File: src/rtl/ram_arbiter.sv
// Shares one single-port synchronous RAM between two requesters: zero-fills the
// RAM after reset, then grants one access per cycle round-robin and steers read data back.
module ram_arbiter #(
  parameter int ADDR_WIDTH = 12,
  parameter int DATA_WIDTH = 32,
  parameter int DEPTH      = 256
) (
  input  logic                  clk,
  input  logic                  rst,
  output logic                  init_done,

  input  logic                  req0_valid,
  output logic                  req0_ready,
  input  logic                  req0_we,
  input  logic [ADDR_WIDTH-1:0] req0_addr,
  input  logic [DATA_WIDTH-1:0] req0_wdata,
  output logic                  req0_rvalid,
  output logic [DATA_WIDTH-1:0] req0_rdata,

  input  logic                  req1_valid,
  output logic                  req1_ready,
  input  logic                  req1_we,
  input  logic [ADDR_WIDTH-1:0] req1_addr,
  input  logic [DATA_WIDTH-1:0] req1_wdata,
  output logic                  req1_rvalid,
  output logic [DATA_WIDTH-1:0] req1_rdata,

  output logic [ADDR_WIDTH-1:0] ram_addr,
  output logic [DATA_WIDTH-1:0] ram_data_in,
  output logic                  ram_we,
  input  logic [DATA_WIDTH-1:0] ram_data_out
);

  typedef enum logic {INIT, ARB} state_t;

  localparam logic [ADDR_WIDTH-1:0] LAST_ADDR = ADDR_WIDTH'(DEPTH - 1);

  state_t                state_reg, state_next;
  logic [ADDR_WIDTH-1:0] init_cnt_reg, init_cnt_next;
  logic                  init_done_reg, init_done_next;
  logic                  last_grant_reg, last_grant_next;
  logic                  rtag_valid_reg, rtag_valid_next;
  logic                  rtag_port_reg, rtag_port_next;
  logic [ADDR_WIDTH-1:0] addr_hold_reg;
  logic                  grant0, grant1;

  always_ff @(posedge clk) begin
    if (rst) begin
      state_reg      <= INIT;
      init_cnt_reg   <= '0;
      init_done_reg  <= 1'b0;
      last_grant_reg <= 1'b1;
      rtag_valid_reg <= 1'b0;
      rtag_port_reg  <= 1'b0;
      addr_hold_reg  <= '0;
    end else begin
      state_reg      <= state_next;
      init_cnt_reg   <= init_cnt_next;
      init_done_reg  <= init_done_next;
      last_grant_reg <= last_grant_next;
      rtag_valid_reg <= rtag_valid_next;
      rtag_port_reg  <= rtag_port_next;
      addr_hold_reg  <= ram_addr;
    end
  end

  always_comb begin
    state_next      = state_reg;
    init_cnt_next   = init_cnt_reg;
    init_done_next  = init_done_reg;
    last_grant_next = last_grant_reg;
    rtag_valid_next = 1'b0;
    rtag_port_next  = rtag_port_reg;
    grant0          = 1'b0;
    grant1          = 1'b0;
    ram_we          = 1'b0;
    ram_addr        = addr_hold_reg;
    ram_data_in     = '0;

    case (state_reg)
      INIT: begin
        ram_we        = 1'b1;
        ram_addr      = init_cnt_reg;
        init_cnt_next = init_cnt_reg + 1'b1;
        if (init_cnt_reg == LAST_ADDR) begin
          state_next     = ARB;
          init_done_next = 1'b1;
        end
      end
      ARB: begin
        // On a tie the requester that did not win last time goes first.
        grant0 = req0_valid & (~req1_valid | last_grant_reg);
        grant1 = req1_valid & (~req0_valid | ~last_grant_reg);
        if (grant0) begin
          ram_addr        = req0_addr;
          ram_we          = req0_we;
          ram_data_in     = req0_wdata;
          last_grant_next = 1'b0;
          rtag_valid_next = ~req0_we;
          rtag_port_next  = 1'b0;
        end else if (grant1) begin
          ram_addr        = req1_addr;
          ram_we          = req1_we;
          ram_data_in     = req1_wdata;
          last_grant_next = 1'b1;
          rtag_valid_next = ~req1_we;
          rtag_port_next  = 1'b1;
        end
      end
      default: begin
        state_next = INIT;
      end
    endcase

    // Reset is synchronous, so the registers may still hold old state this cycle.
    if (rst) begin
      ram_we = 1'b0;
      grant0 = 1'b0;
      grant1 = 1'b0;
    end
  end

  assign req0_ready  = grant0;
  assign req1_ready  = grant1;
  assign req0_rvalid = rtag_valid_reg & ~rtag_port_reg & ~rst;
  assign req1_rvalid = rtag_valid_reg & rtag_port_reg & ~rst;
  assign req0_rdata  = ram_data_out;
  assign req1_rdata  = ram_data_out;
  assign init_done   = init_done_reg & ~rst;

endmodule
File: config.mk
export PLATFORM = sky130hd
export DESIGN_NAME = ram_arbiter
export DESIGN_NICKNAME = d
export VERILOG_FILES = /design/src/rtl/ram_arbiter.sv
export SDC_FILE = /design/constraint.sdc
export NUM_CORES = 1
export LEC_CHECK = 0
export CAP_MARGIN = 20
export CORE_ASPECT_RATIO = 0.5
export CORE_MARGIN = 4
export CORE_UTILIZATION = 31
export CTS_BUF_LIST = sky130_fd_sc_hd__clkbuf_8
export CTS_CLUSTER_DIAMETER = 80
export DETAILED_ROUTE_END_ITERATION = 16
export PLACE_DENSITY = 0.94
export SYNTH_ARGS = -nofsm -noshare
export SYNTH_HDL_FRONTEND = slang
export SYNTH_SLANG_ARGS = --single-unit
File: constraint.sdc
create_clock -name clk -period 1.86 [get_ports clk]
set_input_delay 0.279 -clock clk [delete_from_list [all_inputs] [get_ports clk]]
set_output_delay 0.279 -clock clk [all_outputs]
set_load 0.01 [all_outputs]
== Word level (Yosys, flattened, before mapping) ==
Cells that the tools add are included.

* Add/sub/neg operators: 1
* Eq/ne operators: 1
* Multiplexer cells: 20
* Bitwise logic cells: 17
* Reductions and logical operators: 4

{| class="wikitable"
|+ Operators by type and width
! operator !! number
|-
| $mux W32 || 3
|-
| $mux W12 || 2
|-
| $pmux W12 S2 || 1
|-
| $mux W1 || 13
|-
| $add A12 B1 Y12 const B || 1
|-
| $eq A12 B8 Y1 const B || 1
|-
| $not A1 Y1 || 8
|-
| $and A1 B1 Y1 || 7
|-
| $reduce_and A2 Y1 || 2
|-
| $or A1 B1 Y1 || 2
|-
| $pmux W1 S2 || 1
|-
| $reduce_bool A2 Y1 || 1
|-
| $reduce_or A2 Y1 || 1
|}

* Register bits: 29
* Bits of input ports: 126
* Output and inout port bits: 114
* Word-level logic and storage cells: 50

== Longest topological paths before layout ==
Gate-level depths: netlist of the first run.

* Word-level depth: 7
* Mapped depth: 6
* Gate-level depth less buffers: 4

== Worst setup path before layout of the first run ==
OpenSTA, ideal clock, no wires.

* Path type: input to output
* Start: input port req0_valid
* End: output port ram_data_in[10]
* Arrival: 1.338 ns
* Data required time: 1.581 ns
* Setup slack: 0.243 ns
* Cell stages on the path: 6
* Buffers on the path: 3
* Cell sequence: buf_2 -> nand2_1 -> and3_1 -> clkbuf_1 -> clkbuf_1 -> a22o_1

* Word-level cells in the longest chain between the ends: 6
* Elaborated cells on any way between the ends: 7
* Classes of those cells: mux: 3; bitwise: 4

{| class="wikitable"
|+ Ends and longest elaborated chain
! what !! line !! RTL
|-
| start: declaration || 12 || <nowiki>input logic req0_valid,</nowiki>
|-
| $not A1 Y1 || 93 || <nowiki>grant1 = req1_valid & (~req0_valid | ~last_grant_reg);</nowiki>
|-
| $or A1 B1 Y1 || 93 ||
|-
| $and A1 B1 Y1 || 93 ||
|-
| $mux W32 || 101 || <nowiki>end else if (grant1) begin</nowiki>
|-
| $mux W32 (*) || 94 || <nowiki>if (grant0) begin</nowiki>
|-
| $mux W32 (*) || 80 || <nowiki>case (state_reg)</nowiki>
|-
| end: declaration || 29 || <nowiki>output logic [DATA_WIDTH-1:0] ram_data_in,</nowiki>
|}

Every way passes the cells marked *; elsewhere a longest branch is shown, timed or not.

== Worst setup path in the final report of the first run ==
* Start: register last_grant_reg
* End: output port ram_addr[1]

* Word-level cells in the longest chain between the ends: 6
* Elaborated cells on any way between the ends: 8
* Classes of those cells: mux: 3; bitwise: 5

{| class="wikitable"
|+ Ends and longest elaborated chain
! what !! line !! RTL
|-
| start: declaration || 41 || <nowiki>logic last_grant_reg, last_grant_next;</nowiki>
|-
| start signal: assignment || 60 || <nowiki>last_grant_reg <= last_grant_next;</nowiki>
|-
| $not A1 Y1 || 93 ||
|-
| $or A1 B1 Y1 || 93 ||
|-
| $and A1 B1 Y1 || 93 ||
|-
| $mux W12 || 101 ||
|-
| $mux W12 (*) || 94 ||
|-
| $pmux W12 S2 (*) || 80 ||
|-
| end: declaration || 28 || <nowiki>output logic [ADDR_WIDTH-1:0] ram_addr,</nowiki>
|}

Marks and branches as above.

==> results.txt, run 1 <==
Starting Density: 33.0%
final cell count without fillers: 505
Die ar.: 9660 um^2
area growth from synthesis to layout: 49.1%
Crit. End Element: output port
final instance area: 3730 um^2
Util after Layout: 49.3%
worst-path fanout max: 5
Fillers: 653
VDD IR max: 0.251 mV
setup ws final: -0.255 ps
antenna diode count: 0
GP Congestion: 0.909
failing checks: negative setup slack
CTS tree: built
vias in the first global route: 2742
std cell rows: 22
Worst slew margin: 76.5%
Global Route Usage Sum: 18.3%
sequential area share after synthesis: 23.2%
DP HPWL: 7.28 mm
ys flop type: dfxtp_1
Hold WC Path Type: register to register
CTS Buf Count: 5
Post-Syn Nets: 433
fin. max-slew vios: 0
Max Cap Violations: 0
Post-synth EDFFs: 0
worst-margin pin slew: 352 ps
H-tree levels: 2
port bufs: 143
initial antenna violation count: 0
post-synthesis cell count: 306
Clock Tree Buf Depth: 2
outcome: complete, but fails checks
setup tns final: -0.255 ps
Synth Register Bits: 29
met2 Resource Use GR: 31.2%
CTS sink count: 29
Residual DRC: 0
Tot Pwr: 1.60 mW
fmax: 538 MHz
Inst Count DP: 488
Fin. Hold Viols: 0
final period utilization: 100%
clock slew at reported path FFs: 60 ps
first-pass iteration count of the detailed router: 5
Seq. cell area: 586 um^2
gr ovfl total: 0
final setup fails: 1
Unique masters post-synth: 39
WL final: 9.78 mm
Die W: 135 um
Clock Skews: 3.50 ps
CP Launch Type: register
Placed Area: 3660 um^2
CTS root buf: clkbuf_8
antenna-violating nets left: 0
multi-input logic area: 1390 um^2
top-area cell type share of the netlist area: 23.2%
Crit Path Category: register to output port
mapped cell area: 2500 um^2
grt met3 use: 4.14%
syn avg cell area: 8.17 um^2
Final min period: 1860 ps
Starting DRT DRC Count: 257
top post-synthesis cells by area: dfxtp_1 (23%), buf_4 (20%), a22o_1 (11%)
crit path DAT: 1580 ps
Wirelength per Cell: 19.4 um
share of cells above drive strength 1: 28.7%
largest net degree at the start of global routing: 33
nets: 523
FFs w/ async S/R, synth: 0%
Clock Latency Late Sink: 280 ps
routing usage on met1: 22.5%
core box area: 7570 um^2
number of I/O pins: 240
Req. time, crit path: 1580 ps
pwr dens: 429 nW/um^2
vias after detailed routing: 2688
Ys Warns: 0
leading area contributor after synthesis: dfxtp_1
grt peak-use layer: met2
LEAKAGE: 1.56 nW
vias per cell: 5.32
first-pass GRT wire length: 14.2 mm
DIE HEIGHT: 71.5 um
[worst paths after layout]
check / startpoint / endpoint / slack [ps] / depth (start not counted)
setup reg to reg: init_cnt_reg[0] / init_done_reg / 110 / 4
setup / recovery: last_grant_reg / ram_addr[1] / -0.3 / 6
hold reg to reg: rtag_port_reg / rtag_port_reg / 500 / 2
hold / removal: rtag_port_reg / rtag_port_reg / 500 / 2
[cells in the final DEF (no fill, tap or decap), types with 4 or more instances in the layout]
master,count
nand3_1,4
nand3b_1,11
mux2i_1,11
a21oi_1,19
o221a_2,10
nor2_1,17
a22o_1,30
dfxtp_1,27
buf_4,20
clkbuf_8,7
clkdlybuf4s50_1,91
nand4b_1,4
clkbuf_2,7
a211oi_1,12
buf_2,37
nor2b_1,4
nand2_1,16
o21ai_0,4
dlygate4sd2_1,6
[routing by layer]
layer  vias up  part of all wire (%)  wire (um)
met2       131                    50       4870
met5         -                     0          0
met1      1298                    40       3960
met4         0                   2.4        234
met3        26                   7.3        717
li1       1233                     -          -
[power breakdown]
part | switching, mW | internal, mW | total, mW
registers | 0.00972 | 0.629 | 0.639
clock network | 0.249 | 0.334 | 0.583
logic | 0.130 | 0.246 | 0.377
total | 0.389 | 1.21 | 1.60
[what timing repair did]
action                                  CTS  global route
pin swaps                                 2             2
cloned                                    1             0
setup buffers                             4             4
endpoints found under the setup margin   50            45
hold buffers                              0             0
gates resized for setup                 189            20
[layout make-up]
type	count	share of cell area [%]
clock buffer	7	2.58
clock inverter	1	0.134
inverter	2	0.201
multi-input combinational	186	37.2
sequential	29	15.7
tap	108	3.62
timing repair buffer	172	40.5
[synthesized netlist by cell type, types with 2 or more instances]
master,number
a211oi_1,12
a21oi_1,22
a22o_1,32
a31oi_1,2
and3_1,2
buf_1,3
buf_2,6
buf_4,65
clkbuf_1,14
dfxtp_1,29
inv_1,2
mux2_2,3
mux2i_1,13
nand2_1,16
nand2b_1,4
nand3_1,4
nand3b_1,11
nand4b_1,4
nor2_1,17
nor2b_1,5
o21ai_0,4
o221a_2,10
o22ai_1,2
o31ai_1,3
or3_1,3
or4_1,3
xor2_1,3
[through the flow]
stage	setup slack [ps]	hold WS, ps
floorplan	243	445
global placement	-727	454
detailed placement	-826	469
CTS	-120	493
global route	-25.2	532
finish	-0.255	505
[kinds of logic (layout without fill, tap and decap cells)]
| group | Yosys count | in the layout | share of synthesized area, % |
|---|---|---|---|
| simple gates | 77 | 77 | 17.5 |
| buf+inv | 91 | 182 | 24.0 |
| flops | 29 | 29 | 23.2 |
| mux | 16 | 16 | 6.55 |
| compound gates | 88 | 88 | 26.9 |
| fa+ha+maj | 1 | 1 | 0.500 |
| xor+xnor | 4 | 4 | 1.40 |
[worst max-delay path: stages (launching register included)]
cell,delay [ps]
dfxtp_4,360
buf_4,140
nor2b_4,50
buf_4,140
o221a_2,260
a21oi_2,170
buf_2,170
Note: power is estimated with default switching activity, not from simulation.
==> run 2, diff against run 1 <==
Settings changed: SKIP_CTS_REPAIR_TIMING from default to 1.
==> results.txt, run 2 (synthesis results as in run 1) <==
area growth from synthesis to layout: 49.4%
number of I/O pins: 240
FF-to-FF path depth: 4
initial antenna violation count: 0
Fin. Hold Viols: 0
LEAKAGE: 1.77 nW
Starting Density: 33.0%
Die ar.: 9660 um^2
failing checks: negative setup slack
Hold WC Path Type: register to register
DIE HEIGHT: 71.5 um
Clock Latency Late Sink: 290 ps
CTS sink count: 29
DP HPWL: 7.28 mm
RSZ-0062 raised after global routing: yes
Req. time, crit path: 1580 ps
grt met3 use: 3.44%
CTS root buf: clkbuf_8
std cell rows: 22
final period utilization: 101%
Global Route Usage Sum: 17.5%
antenna-violating nets left: 0
vias per cell: 5.39
Crit. End Element: output port
FF-to-FF End: init_done_reg
Max Cap Violations: 0
port bufs: 143
H-tree levels: 2
WL final: 9.74 mm
final instance area: 3740 um^2
Inst Count DP: 488
hold slack: 511 ps
share of cells above drive strength 1: 22.1%
CP Launch Type: register
reg-to-reg critical path startpoint: init_cnt_reg[0]
largest net degree at the start of global routing: 34
final setup fails: 2
Residual DRC: 0
core box area: 7570 um^2
gr ovfl total: 0
Critical path origin: last_grant_reg
Crit Path Category: register to output port
pwr dens: 427 nW/um^2
routing usage on met1: 21.7%
commonest non-fill, non-tap cell in the layout: clkdlybuf4s50_1
crit path DAT: 1610 ps
multi-input logic area: 1360 um^2
nets: 515
grt peak-use layer: met2
Worst slew margin: 75.5%
vias in the first global route: 2621
VDD IR max: 0.262 mV
Worst R2R Setup Slack: 90 ps
cell depth of the worst hold path: 2
setup tns final: -35.1 ps
clock slew at reported path FFs: 60 ps
crit-path cells: nand2b_4 > and3_4 > clkbuf_16 > a22o_1 > clkbuf_2
setup ws final: -25.5 ps
CTS Buf Count: 5
Final min period: 1890 ps
Clock Tree Buf Depth: 2
antenna diode count: 0
Clock Skews: 3.56 ps
Starting DRT DRC Count: 329
outcome: complete, but fails checks
worst-path fanout max: 16
final cell count without fillers: 497
Wirelength per Cell: 19.6 um
vias after detailed routing: 2677
fin. max-slew vios: 0
Seq. cell area: 586 um^2
fmax: 530 MHz
Fillers: 659
CP max-delay cell: dfxtp_4
most frequent cells in the layout: clkdlybuf4s50_1 (91), clkbuf_2 (33), a22o_1 (30)
first-pass iteration count of the detailed router: 7
Placed Area: 3660 um^2
CP peak stage delay: 380 ps
met2 Resource Use GR: 30.4%
GP Congestion: 0.909
first-pass GRT wire length: 13.7 mm
CTS tree: built
Hold EP: rtag_port_reg
Util after Layout: 49.4%
hold_sp: rtag_port_reg
worst-margin pin slew: 367 ps
Die W: 135 um
==> run 2: cell count changes in the layout (fill, tap and decap cells not counted), sizes merged <==
cell and delta:
buf -47, clkdlybuf4s15 -1, dlygate4sd2 -6, clkbuf +27
dlymetal6s2s +19
==> run 2: layout make-up <==
type | count | share of cell area [%]
multi-input cells | 186 | 36.3
flip-flops and latches | 29 | 15.7
inverters | 2 | 0.201
well taps | 108 | 3.62
repair buffers | 164 | 41.5
clock buffers | 7 | 2.58
clock inverters | 1 | 0.134
==> run 2: metrics by stage <==
step,power [mW],setup slack [ps]
after floorplan,0.898,243
after global placement,1.00,-727
after detailed placement,1.01,-826
after CTS,1.59,-830
after global routing,1.65,-50.3
final,1.59,-25.5
==> run 2: layer usage <==
layer / up-vias / routed length [um] / part of all wire [%]
li1: 1219 / - / -
met1: 1303 / 3980 / 41
met2: 137 / 4890 / 50
met3: 18 / 683 / 7.0
met4: 0 / 187 / 1.9
met5: - / 0 / 0
==> run 2: worst max-delay path by stage <==
| stage | endpoint | slack, ps | cells past startpoint |
|---|---|---|---|
| floorplan | ram_data_in[10] | 240 | 6 |
| global placement | ram_addr[8] | -730 | 5 |
| detailed placement | ram_addr[1] | -830 | 5 |
| CTS | ram_addr[1] | -830 | 5 |
| global route | ram_data_in[3] | -50 | 5 |
| finish | ram_data_in[3] | -30 | 5 |
==> run 2: worst max-delay path: cells and delay by family (launching register included) <==
family,cells,cell delay [ps]
AOI/OAI and AO/OA,1,270
buffers and inverters,2,320
DFF,1,380
and+or+nand+nor,2,350
==> run 2: report_power, final <==
part / switching, mW / internal [mW] / leakage (nW)
registers: 0.00971 / 0.629 / 0.235
clock network: 0.249 / 0.334 / 0.0542
logic: 0.126 / 0.247 / 1.48
==> run 3, diff against run 2 <==
Settings changed: SKIP_CTS_REPAIR_TIMING 1 to default.
==> results of run 3 <==
No change in the layout: final DEF, timing and power equal those of run 1.
